## config.mk

```make
export PLATFORM = sky130hd
export DESIGN_NAME = buffer_sink
export DESIGN_NICKNAME = d
export VERILOG_FILES = /design/src/rtl/buffer_sink_pkg.sv /design/src/rtl/buffer_sink_fifo.sv /design/src/rtl/buffer_sink.sv
export SDC_FILE = /design/constraint.sdc
export NUM_CORES = 1
export LEC_CHECK = 0
export ABC_AREA = 1
export BUFFER_PORTS_ARGS = -buffer_cell sky130_fd_sc_hd__buf_2
export CORE_MARGIN = 3
export CORE_UTILIZATION = 58
export CTS_CLUSTER_SIZE = 40
export DETAILED_ROUTE_END_ITERATION = 7
export GPL_TIMING_DRIVEN = 0
export PLACE_DENSITY = 0.77
export REMOVE_ABC_BUFFERS = 1
export SLEW_MARGIN = 20
export SYNTH_ARGS = -nofsm -noshare
export SYNTH_HDL_FRONTEND = slang
export SYNTH_SLANG_ARGS = --single-unit
```

## constraint.sdc

```tcl
create_clock -name clk -period 4.5 [get_ports clk]
set_input_delay 0.675 -clock clk [delete_from_list [all_inputs] [get_ports clk]]
set_output_delay 0.675 -clock clk [all_outputs]
set_load 0.01 [all_outputs]
```

## src/rtl/buffer_sink_pkg.sv

```systemverilog
// Shared defaults and width helpers for the receive-side buffer sink.
// Pointer width is log2(depth); level width adds one bit to represent a full FIFO.
package buffer_sink_pkg;

    localparam int DEF_DATA_WIDTH   = 1;
    localparam int DEF_DEPTH        = 4;
    localparam int DEF_STALL_MARGIN = 2;

    function automatic int ptr_w(input int depth);
        return $clog2(depth);
    endfunction

    function automatic int lvl_w(input int depth);
        return $clog2(depth) + 1;
    endfunction

endpackage

```

## src/rtl/buffer_sink_fifo.sv

```systemverilog
// Small circular FIFO: one-cycle write latency, no fall-through; when full, a push is accepted only with a pop.
// A push into a full FIFO without a pop drops the word and sets the sticky overflow flag.
module buffer_sink_fifo
    import buffer_sink_pkg::*;
#(
    parameter int DATA_WIDTH = DEF_DATA_WIDTH,
    parameter int DEPTH      = DEF_DEPTH
) (
    input  logic                    clk,
    input  logic                    rst,
    input  logic                    push,
    input  logic [DATA_WIDTH-1:0]   push_data,
    input  logic                    pop,
    output logic [DATA_WIDTH-1:0]   head_data,
    output logic [$clog2(DEPTH):0]  level,
    output logic                    full,
    output logic                    empty,
    output logic                    overflow
);

    localparam int PTR_W = ptr_w(DEPTH);
    localparam int LVL_W = lvl_w(DEPTH);

    logic [DATA_WIDTH-1:0] mem_q [DEPTH];
    logic [PTR_W-1:0]      wr_ptr_q, wr_ptr_d;
    logic [PTR_W-1:0]      rd_ptr_q, rd_ptr_d;
    logic [LVL_W-1:0]      level_q, level_d;
    logic                  overflow_q, overflow_d;
    logic                  do_push, do_pop;

    assign full  = (level_q == LVL_W'(DEPTH));
    assign empty = (level_q == '0);

    always_comb begin
        do_pop     = pop & ~empty;
        // A full FIFO still takes a word when the head leaves in the same cycle.
        do_push    = push & (~full | do_pop);
        wr_ptr_d   = do_push ? wr_ptr_q + PTR_W'(1) : wr_ptr_q;
        rd_ptr_d   = do_pop  ? rd_ptr_q + PTR_W'(1) : rd_ptr_q;
        overflow_d = overflow_q | (push & ~do_push);
        level_d    = level_q;
        unique case ({do_push, do_pop})
            2'b10:   level_d = level_q + LVL_W'(1);
            2'b01:   level_d = level_q - LVL_W'(1);
            default: level_d = level_q;
        endcase
    end

    always_ff @(posedge clk or posedge rst) begin
        if (rst) begin
            wr_ptr_q   <= '0;
            rd_ptr_q   <= '0;
            level_q    <= '0;
            overflow_q <= 1'b0;
        end else begin
            wr_ptr_q   <= wr_ptr_d;
            rd_ptr_q   <= rd_ptr_d;
            level_q    <= level_d;
            overflow_q <= overflow_d;
        end
    end

    always_ff @(posedge clk) begin
        if (do_push) begin
            mem_q[wr_ptr_q] <= push_data;
        end
    end

    // Storage is not reset, so mask the head while empty to keep outputs at zero out of reset.
    assign head_data = empty ? '0 : mem_q[rd_ptr_q];
    assign level     = level_q;
    assign overflow  = overflow_q;

endmodule

```

## src/rtl/buffer_sink.sv

```systemverilog
// Realigns a negedge-launched word stream to posedge and buffers it; word visible 2 posedges after launch.
// in_stall is registered and asserts while free entries <= STALL_MARGIN, covering the upstream reaction delay.
module buffer_sink
    import buffer_sink_pkg::*;
#(
    parameter int DATA_WIDTH   = DEF_DATA_WIDTH,
    parameter int DEPTH        = DEF_DEPTH,
    parameter int STALL_MARGIN = DEF_STALL_MARGIN
) (
    input  logic                    clk,
    input  logic                    rst,
    input  logic [DATA_WIDTH-1:0]   in_data,
    input  logic                    in_valid,
    output logic                    in_stall,
    output logic [DATA_WIDTH-1:0]   out_data,
    output logic                    out_valid,
    input  logic                    out_ready,
    output logic [$clog2(DEPTH):0]  level,
    output logic                    overflow
);

    localparam int LVL_W = lvl_w(DEPTH);

    logic                  cap_vld_q, cap_vld_d;
    logic [DATA_WIDTH-1:0] cap_dat_q, cap_dat_d;
    logic                  in_stall_q, in_stall_d;
    logic                  fifo_full, fifo_empty;
    logic                  pop, push_acc;
    logic [LVL_W-1:0]      level_nxt;

    // Half-cycle setup from the falling-edge launch into this rising-edge capture.
    always_comb begin
        cap_vld_d = in_valid;
        cap_dat_d = in_data;
    end

    always_ff @(posedge clk or posedge rst) begin
        if (rst) begin
            cap_vld_q  <= 1'b0;
            cap_dat_q  <= '0;
            in_stall_q <= 1'b0;
        end else begin
            cap_vld_q  <= cap_vld_d;
            cap_dat_q  <= cap_dat_d;
            in_stall_q <= in_stall_d;
        end
    end

    assign out_valid = ~fifo_empty;
    assign pop       = out_valid & out_ready;

    always_comb begin
        push_acc  = cap_vld_q & (~fifo_full | pop);
        level_nxt = level;
        unique case ({push_acc, pop})
            2'b10:   level_nxt = level + LVL_W'(1);
            2'b01:   level_nxt = level - LVL_W'(1);
            default: level_nxt = level;
        endcase
        in_stall_d = (LVL_W'(DEPTH) - level_nxt) <= LVL_W'(STALL_MARGIN);
    end

    buffer_sink_fifo #(
        .DATA_WIDTH (DATA_WIDTH),
        .DEPTH      (DEPTH)
    ) u_fifo (
        .clk       (clk),
        .rst       (rst),
        .push      (cap_vld_q),
        .push_data (cap_dat_q),
        .pop       (pop),
        .head_data (out_data),
        .level     (level),
        .full      (fifo_full),
        .empty     (fifo_empty),
        .overflow  (overflow)
    );

    assign in_stall = in_stall_q;

endmodule

```

==> impl_results.html, run 1 <==
<table>
<tr><th>Metric</th><th>Value</th></tr>
<tr><th colspan="2">Run status</th></tr>
<tr><td>Outcome</td><td>completed</td></tr>
<tr><th colspan="2">STA</th></tr>
<tr><td>Top achievable clock speed</td><td>0.464 GHz</td></tr>
<tr><td>Final critical delay including setup and external delays</td><td>2150 ps</td></tr>
<tr><td>Worst slew margin relative to its limit</td><td>71.2%</td></tr>
<tr><td>Setup TNS after final layout</td><td>0 ps</td></tr>
<tr><td>Final setup violating endpoints</td><td>0</td></tr>
<tr><td>Number of max-slew violations in the final report</td><td>0</td></tr>
<tr><td>Smallest setup slack after layout</td><td>2350 ps</td></tr>
<tr><td>Final clock period utilization by the worst path</td><td>47.9%</td></tr>
<tr><td>Count of endpoints failing hold in the final timing report</td><td>0</td></tr>
<tr><td>Max Clock Skew</td><td>1.77 ps</td></tr>
<tr><td>Slew at the pin closest to its max-slew limit</td><td>432 ps</td></tr>
<tr><td>Unrepaired setup endpoints after global routing</td><td>no</td></tr>
<tr><td>Worst slack on hold paths</td><td>369 ps</td></tr>
<tr><th colspan="2">Routing</th></tr>
<tr><td>Number of optimization iterations in the first detailed-route pass</td><td>4</td></tr>
<tr><td>Wire length the detailed router placed on met1</td><td>636 µm</td></tr>
<tr><td>Violation count after the first detailed-route iteration</td><td>12</td></tr>
<tr><td>Top layer in use</td><td>met4</td></tr>
<tr><td>Number of vias after detailed routing</td><td>597</td></tr>
<tr><td>Routed wirelength normalized by instance count</td><td>10.6 µm</td></tr>
<tr><td>DRT Wirelength</td><td>1320 µm</td></tr>
<tr><td>Post-detailed-route via-to-cell ratio</td><td>4.81</td></tr>
<tr><td>Antenna-violating nets left</td><td>0</td></tr>
<tr><td>Met2 layer wire length in the routed design</td><td>595 µm</td></tr>
<tr><td>Detailed route wirelength on metal3</td><td>68 µm</td></tr>
<tr><td>Post-detailed-route DRC marker count</td><td>0</td></tr>
<tr><th colspan="2">Placed design</th></tr>
<tr><td>Number of buffers inserted by port buffering</td><td>11</td></tr>
<tr><td>Post-DP HPWL</td><td>1050 µm</td></tr>
<tr><td>Placed cells</td><td>120</td></tr>
<tr><td>Placer Congestion</td><td>0.775</td></tr>
<tr><td>Setup Slack @ Placement</td><td>2560 ps</td></tr>
<tr><th colspan="2">Synth</th></tr>
<tr><td>Instance count of the mapped netlist</td><td>94</td></tr>
<tr><td>Number of synthesized flops with an enable pin</td><td>4</td></tr>
<tr><td>Share of the yosys chip area belonging to registers</td><td>45.9%</td></tr>
<tr><td>Dominant register cell in the synthesized netlist</td><td>sky130_fd_sc_hd__dfrtp_1</td></tr>
<tr><td>Number of library cell types mapped by synthesis</td><td>20</td></tr>
<tr><td>Async set-reset flop share out of synthesis</td><td>73.3%</td></tr>
<tr><td>Synthesis warning total</td><td>0</td></tr>
<tr><td>Post-Synthesis Mean Instance Area</td><td>9.17 µm²</td></tr>
<tr><td>Number of synthesized register bits</td><td>15</td></tr>
<tr><td>Synthesized cell area</td><td>862 µm²</td></tr>
<tr><th colspan="2">Job</th></tr>
<tr><td>Total of max-cap violations</td><td>0</td></tr>
<tr><th colspan="2">Clock tree</th></tr>
<tr><td>Number of buffers inserted during clock tree synthesis</td><td>3</td></tr>
<tr><td>Buffers inserted during post-CTS setup optimization</td><td>0</td></tr>
<tr><td>Clk pin slew, worst setup/hold paths</td><td>90 ps</td></tr>
<tr><td>Cts hold-fix bufs</td><td>0</td></tr>
<tr><td>Clock tree buffer depth</td><td>2</td></tr>
<tr><td>Insertion delay to the later sink of the worst-skew pair</td><td>290 ps</td></tr>
<tr><td>CTS tree</td><td>done</td></tr>
<tr><td>Clock net sink count</td><td>15</td></tr>
<tr><td>Library cell used as clock root buffer</td><td>sky130_fd_sc_hd__clkbuf_4</td></tr>
<tr><td>Number of instances resized during post-cts repair</td><td>0</td></tr>
<tr><td>CTS H-Tree Depth</td><td>1</td></tr>
<tr><th colspan="2">Min path</th></tr>
<tr><td>Hold/Removal Path Class</td><td>input pin to asynchronous set/reset pin</td></tr>
<tr><th colspan="2">Worst setup path</th></tr>
<tr><td>Required time reported for the critical path endpoint</td><td>3830 ps</td></tr>
<tr><td>CP Data Arrival Time</td><td>1480 ps</td></tr>
<tr><td>Worst-path cell with the longest stage delay</td><td>sky130_fd_sc_hd__dfrtp_1</td></tr>
<tr><td>CP cell instances</td><td>inv_1 -&gt; ha_1 -&gt; nand2_4 -&gt; a21boi_0 -&gt; buf_2</td></tr>
<tr><td>Kind of start point of the critical path</td><td>register</td></tr>
<tr><td>Crit-path max cell delay</td><td>380 ps</td></tr>
<tr><td>Critical path fanouts, max</td><td>4</td></tr>
<tr><td>Category of the worst setup path capture point</td><td>primary output</td></tr>
<tr><td>Category of the critical setup timing path</td><td>register to primary output</td></tr>
<tr><td>Number of cells traversed by the worst register-to-register path</td><td>11</td></tr>
<tr><th colspan="2">Cells and area</th></tr>
<tr><td>Number of antenna repair diodes</td><td>0</td></tr>
<tr><td>Final layout net count</td><td>124</td></tr>
<tr><td>Layout Cells excl Fill</td><td>124</td></tr>
<tr><td>Fraction of final layout cells with drive strength greater than 1</td><td>24.8%</td></tr>
<tr><td>Area delta synth-&gt;final</td><td>11.8%</td></tr>
<tr><th colspan="2">Die</th></tr>
<tr><td>I/O pin count</td><td>12</td></tr>
<tr><td>Die outline area</td><td>1990 µm²</td></tr>
<tr><td>FP Rows</td><td>13</td></tr>
<tr><td>Effective utilization at floorplan</td><td>63.9%</td></tr>
<tr><td>Vertical die dimension</td><td>44.6 µm</td></tr>
<tr><td>DIE WIDTH</td><td>44.6 µm</td></tr>
<tr><td>Core Footprint</td><td>1350 µm²</td></tr>
<tr><th colspan="2">Global routing</th></tr>
<tr><td>Global-route wire length before repair</td><td>2270 µm</td></tr>
<tr><td>Global Route Usage Sum</td><td>15.8%</td></tr>
<tr><td>GR Overflow Total</td><td>0</td></tr>
<tr><td>Antenna violations before repair</td><td>0</td></tr>
<tr><td>Vias in the first global route</td><td>546</td></tr>
<tr><td>Largest net degree at the start of global routing</td><td>12</td></tr>
<tr><th colspan="2">Power</th></tr>
<tr><td>Leakage component of the power</td><td>0.533 nW</td></tr>
<tr><td>Pwr dens</td><td>670 nW/µm²</td></tr>
<tr><td>Worst VDD drop</td><td>366 µV</td></tr>
</table>
[cell families after synthesis]
family / Yosys count / synth area share (%)
buffers and inverters: 21 / 9.14
adders and majority gates: 9 / 13.1
xor gates and xnor gates: 4 / 4.94
and+or+nand+nor: 35 / 19.9
DFF: 15 / 45.9
AOI/OAI and AO/OA: 10 / 7.11
[worst max-delay path, delay by kind of cell, from the launching register on]
kind                     cells  cell delay, ps
AND/OR/NAND/NOR              1             110
AO/OA/AOI/OAI                1             170
buffers and inverters        2             250
adder cells (fa/ha/maj)      1             280
flip-flops                   1             380
[Yosys cell counts (2+ instances only)]
master	instances	area share [%]
sky130_fd_sc_hd__dfrtp_1	11	32
sky130_fd_sc_hd__nand2_1	11	4.8
sky130_fd_sc_hd__nor2_2	3	2.2
sky130_fd_sc_hd__nand3_2	2	2.3
sky130_fd_sc_hd__edfxtp_1	4	14
sky130_fd_sc_hd__ha_1	9	13
sky130_fd_sc_hd__nand2_2	3	2.2
sky130_fd_sc_hd__nand3_1	4	2.3
sky130_fd_sc_hd__o21ai_0	5	2.9
sky130_fd_sc_hd__inv_1	20	8.7
sky130_fd_sc_hd__xor2_1	3	3.0
sky130_fd_sc_hd__nor2_1	11	4.8
[cells in the final DEF, fill, tap and decap left out]
cell type	n
sky130_fd_sc_hd__edfxtp_1	4
sky130_fd_sc_hd__o21a_1	1
sky130_fd_sc_hd__ha_1	9
sky130_fd_sc_hd__a21oi_1	1
sky130_fd_sc_hd__buf_2	11
sky130_fd_sc_hd__inv_1	20
sky130_fd_sc_hd__nand3_1	4
sky130_fd_sc_hd__xor2_2	1
sky130_fd_sc_hd__clkinv_2	1
sky130_fd_sc_hd__nand2_4	1
sky130_fd_sc_hd__nand2_2	3
sky130_fd_sc_hd__xor2_1	3
sky130_fd_sc_hd__o21ai_2	1
sky130_fd_sc_hd__nor2_1	11
sky130_fd_sc_hd__a21o_1	1
sky130_fd_sc_hd__nand2_1	11
sky130_fd_sc_hd__nand3_2	2
sky130_fd_sc_hd__inv_2	1
sky130_fd_sc_hd__dfrtp_1	11
sky130_fd_sc_hd__a21boi_0	1
sky130_fd_sc_hd__o21ai_0	5
sky130_fd_sc_hd__nor2_2	3
sky130_fd_sc_hd__clkbuf_4	3
[per-layer routing]
| layer | up-vias | global-route usage [%] |
|---|---|---|
| li1 | 315 | - |
| met1 | 259 | 22.6 |
| met2 | 20 | 24.4 |
| met3 | 3 | 2.44 |
| met4 | 0 | 5.42 |
| met5 | - | 0 |
[flip-flops by register name, summed over array words and instances (netlist names)]
register         flops
u_fifo.mem_q         4
cap_dat_q            1
in_stall             1
u_fifo.wr_ptr_q      2
cap_vld_q            1
u_fifo.rd_ptr_q      2
u_fifo.overflow      1
u_fifo.level         3
[path summary, 6_finish.rpt]
path,from,end,slack (ps)
setup / recovery,u_fifo.level[0]$_DFFE_PP0P_,out_data,2350
hold / removal,rst,in_stall$_DFF_PP0_,370
max in group asynchronous,rst,u_fifo.rd_ptr_q[1]$_DFFE_PP0P_,3830
min in group clk,u_fifo.overflow$_DFF_PP0_,u_fifo.overflow$_DFF_PP0_,480
hold reg to reg,u_fifo.overflow$_DFF_PP0_,u_fifo.overflow$_DFF_PP0_,480
setup reg to reg,u_fifo.level[0]$_DFFE_PP0P_,in_stall$_DFF_PP0_,2550
[power by group]
part / total [W] / switching, W / internal, W / leakage (nW)
logic: 0.000336 / 0.000198 / 0.000138 / 0.350
clock network: 0.0000787 / 0.0000456 / 0.0000330 / 0.0177
registers: 0.000231 / 0.0000393 / 0.000192 / 0.165
[layout make-up]
type                            instances  area [µm²]
Timing Repair Buffer                   11        55.1
Sequential cell                        15         395
Clock inverter                          1        5.00
Fill cell                             104         387
Tap cell                               15        18.8
Inverter                               21        78.8
Multi-Input combinational cell         58         388
Clock buffer                            3        22.5
[stage by stage]
stage	instance area [µm²]	utilization (%)	power [W]
2_1_floorplan	862	-	0.000489
3_3_place_gp	936	69.3	0.000560
3_5_place_dp	936	69.3	0.000573
4_1_cts	963	71.4	0.000653
5_1_grt	963	71.4	0.000720
6_report	963	71.4	0.000646
(Power assumes the default switching activity.)
==> inputs of run 2 (changes only) <==
Settings changed: CORE_UTILIZATION 58 to 49, PLACE_DENSITY 0.77 to 0.69.
Clock period 4.5 ns to 1.75 ns, I/O delays scaled along.
==> run 2 against run 1 <==
  * Core utilization is 0.81 points lower
  * Global-route usage is 1.4 points lower
  * Largest power group unchanged
  * Clock skew is 2.6 ps higher
  * Routed wire length is 13% higher
  * Hold slack worse by 300 ps
  * Sequential share of layout area is 5.5 points lower
==> impl_results.html, run 2 (synthesis gave the netlist of run 1 again) <==
<table>
<tr><th>Metric</th><th>Value</th></tr>
<tr><th colspan="2">Power</th></tr>
<tr><td>Leakage component of the power</td><td>0.578 nW</td></tr>
<tr><td>Pwr dens</td><td>1820 nW/µm²</td></tr>
<tr><td>Worst VDD drop</td><td>1010 µV</td></tr>
<tr><th colspan="2">Clock tree</th></tr>
<tr><td>Insertion delay to the later sink of the worst-skew pair</td><td>290 ps</td></tr>
<tr><td>Clk pin slew, worst setup/hold paths</td><td>110 ps</td></tr>
<tr><td>Clock net sink count</td><td>15</td></tr>
<tr><td>Library cell used as clock root buffer</td><td>sky130_fd_sc_hd__clkbuf_4</td></tr>
<tr><td>CTS tree</td><td>done</td></tr>
<tr><td>Clock tree buffer depth</td><td>2</td></tr>
<tr><td>Number of buffers inserted during clock tree synthesis</td><td>3</td></tr>
<tr><td>CTS H-Tree Depth</td><td>1</td></tr>
<tr><th colspan="2">Placed design</th></tr>
<tr><td>Post-DP HPWL</td><td>991 µm</td></tr>
<tr><td>Dpl cell area</td><td>937 µm²</td></tr>
<tr><td>Number of buffers inserted by port buffering</td><td>11</td></tr>
<tr><td>Placer Congestion</td><td>0.751</td></tr>
<tr><th colspan="2">Job</th></tr>
<tr><td>Total of max-cap violations</td><td>0</td></tr>
<tr><th colspan="2">Die</th></tr>
<tr><td>Die outline area</td><td>2300 µm²</td></tr>
<tr><td>I/O pin count</td><td>12</td></tr>
<tr><td>Effective utilization at floorplan</td><td>54.7%</td></tr>
<tr><td>DIE WIDTH</td><td>47.9 µm</td></tr>
<tr><td>Vertical die dimension</td><td>47.9 µm</td></tr>
<tr><td>Core Footprint</td><td>1580 µm²</td></tr>
<tr><td>FP Rows</td><td>14</td></tr>
<tr><th colspan="2">Cells and area</th></tr>
<tr><td>Fraction of final layout cells with drive strength greater than 1</td><td>35.6%</td></tr>
<tr><td>Commonest cells after routing, fill and taps aside</td><td>17 x sky130_fd_sc_hd__inv_1, 11 x sky130_fd_sc_hd__nor2_1, 11 x sky130_fd_sc_hd__dfrtp_1, 11 x sky130_fd_sc_hd__buf_2, 10 x sky130_fd_sc_hd__nand2_1</td></tr>
<tr><td>Number of antenna repair diodes</td><td>0</td></tr>
<tr><td>Register Area</td><td>395 µm²</td></tr>
<tr><td>Fill cell total of the finished layout</td><td>111</td></tr>
<tr><td>Flip-flop count of the largest register, all copies and words added</td><td>4</td></tr>
<tr><td>Register name with the most flops</td><td>u_fifo.mem_q</td></tr>
<tr><td>Footprint of the multi-input gates</td><td>463 µm²</td></tr>
<tr><td>Post-route standard cell area excluding fillers</td><td>1110 µm²</td></tr>
<tr><td>Leading cell type in the layout, fill and taps excluded</td><td>sky130_fd_sc_hd__inv_1</td></tr>
<tr><td>Final layout net count</td><td>133</td></tr>
<tr><td>Area delta synth-&gt;final</td><td>29.0%</td></tr>
<tr><th colspan="2">STA</th></tr>
<tr><td>Top achievable clock speed</td><td>0.592 GHz</td></tr>
<tr><td>Final clock period utilization by the worst path</td><td>96.6%</td></tr>
<tr><td>Max Clock Skew</td><td>4.32 ps</td></tr>
<tr><td>Count of endpoints failing hold in the final timing report</td><td>0</td></tr>
<tr><td>Worst slack on hold paths</td><td>73.2 ps</td></tr>
<tr><td>Setup TNS after final layout</td><td>0 ps</td></tr>
<tr><td>Slew at the pin closest to its max-slew limit</td><td>423 ps</td></tr>
<tr><td>Final critical delay including setup and external delays</td><td>1690 ps</td></tr>
<tr><td>Number of max-slew violations in the final report</td><td>0</td></tr>
<tr><td>Unrepaired setup endpoints after global routing</td><td>yes</td></tr>
<tr><td>Final setup violating endpoints</td><td>0</td></tr>
<tr><td>Worst slew margin relative to its limit</td><td>71.8%</td></tr>
<tr><th colspan="2">Routing</th></tr>
<tr><td>Number of vias after detailed routing</td><td>640</td></tr>
<tr><td>Routed wirelength normalized by instance count</td><td>11.1 µm</td></tr>
<tr><td>Post-detailed-route via-to-cell ratio</td><td>4.78</td></tr>
<tr><td>Antenna-violating nets left</td><td>0</td></tr>
<tr><td>Number of optimization iterations in the first detailed-route pass</td><td>4</td></tr>
<tr><td>DRT Wirelength</td><td>1490 µm</td></tr>
<tr><td>Post-detailed-route DRC marker count</td><td>0</td></tr>
<tr><td>Violation count after the first detailed-route iteration</td><td>10</td></tr>
<tr><th colspan="2">Worst setup path</th></tr>
<tr><td>Critical path fanouts, max</td><td>4</td></tr>
<tr><td>CP Data Arrival Time</td><td>1920 ps</td></tr>
<tr><td>Internal reg-to-reg setup slack</td><td>60 ps</td></tr>
<tr><td>Required time reported for the critical path endpoint</td><td>1980 ps</td></tr>
<tr><td>Kind of start point of the critical path</td><td>register</td></tr>
<tr><td>Category of the critical setup timing path</td><td>register to register</td></tr>
<tr><td>Category of the worst setup path capture point</td><td>register</td></tr>
<tr><th colspan="2">Run status</th></tr>
<tr><td>Outcome</td><td>completed</td></tr>
<tr><th colspan="2">Global routing</th></tr>
<tr><td>Global routing usage on met3</td><td>4.51%</td></tr>
<tr><td>GR Overflow Total</td><td>0</td></tr>
<tr><td>Global-route wire length before repair</td><td>2250 µm</td></tr>
<tr><td>Met2 demand-to-capacity share in global routing</td><td>21.4%</td></tr>
<tr><td>Global-route track usage on met1</td><td>19.7%</td></tr>
<tr><td>Antenna violations before repair</td><td>0</td></tr>
<tr><td>Global Route Usage Sum</td><td>14.4%</td></tr>
<tr><td>Global route hottest layer</td><td>met2</td></tr>
<tr><td>Vias in the first global route</td><td>516</td></tr>
<tr><td>Largest net degree at the start of global routing</td><td>12</td></tr>
<tr><th colspan="2">Min path</th></tr>
<tr><td>Hold/Removal Path Class</td><td>input pin to register</td></tr>
</table>
-- run 2: path summary, 6_finish.rpt --
check | from | endpoint | cells past startpoint
setup / recovery | u_fifo.level[0]$_DFFE_PP0P_ | in_stall$_DFF_PP0_ | 11
hold / removal | in_valid | cap_vld_q$_DFF_PP0_ | 1
setup reg to reg | u_fifo.level[0]$_DFFE_PP0P_ | in_stall$_DFF_PP0_ | 11
hold reg to reg | u_fifo.overflow$_DFF_PP0_ | u_fifo.overflow$_DFF_PP0_ | 1
max in group asynchronous | rst | u_fifo.rd_ptr_q[1]$_DFFE_PP0P_ | 3
min in group asynchronous | rst | in_stall$_DFF_PP0_ | 3
-- run 2: what timing repair did --
action                                  4_1_cts  5_1_grt
hold buffers                                  1        0
pin swaps                                     1        7
resized for setup                             4       11
endpoints found under the setup margin        2        1
endpoints found under the hold margin        11        0
buffers inserted                              4        4
-- run 2: layout make-up --
type / instances / area share, %
clock inverter: 1 / 0.675
inverter: 21 / 7.09
tap: 16 / 1.80
timing repair buffer: 20 / 11.2
multi-input combinational: 58 / 41.6
clock buffer: 3 / 2.02
sequential: 15 / 35.5
-- run 2: layer usage --
metal | vias up | wire, µm
li1 | 334 | -
met1 | 292 | 731
met2 | 14 | 688
met3 | 0 | 71
met4 | 0 | 0
met5 | - | 0
-- run 2: report_power, final --
part           switching [W]  total (W)  internal [W]
Clock               0.000132   0.000219     0.0000867
Sequential          0.000101   0.000594      0.000493
Combinational       0.000651    0.00121      0.000563
Total               0.000884    0.00203       0.00114
-- run 2: worst max-delay path: stages, from the launching register on --
cell and delay [ps]:
sky130_fd_sc_hd__dfrtp_1 410, sky130_fd_sc_hd__inv_2 90, sky130_fd_sc_hd__ha_4 160, sky130_fd_sc_hd__nand2_4 70, sky130_fd_sc_hd__nand2_4 80, sky130_fd_sc_hd__nand3_4 90
sky130_fd_sc_hd__nand2_4 140, sky130_fd_sc_hd__xor2_4 200, sky130_fd_sc_hd__ha_4 220, sky130_fd_sc_hd__nand2_1 50, sky130_fd_sc_hd__nand2_1 40, sky130_fd_sc_hd__nor2_1 70
-- run 2: stage by stage --
| stage | util, % | instances | total power [W] | setup WS, ps |
|---|---|---|---|---|
| floorplan | - | 94 | 0.00126 | -84.3 |
| global placement | 59.4 | 121 | 0.00144 | -169 |
| detailed placement | 59.4 | 121 | 0.00146 | -185 |
| CTS | 64.7 | 130 | 0.00179 | 1.32 |
| global route | 70.6 | 134 | 0.00223 | -47.8 |
| finish | 70.6 | 134 | 0.00203 | 59.8 |
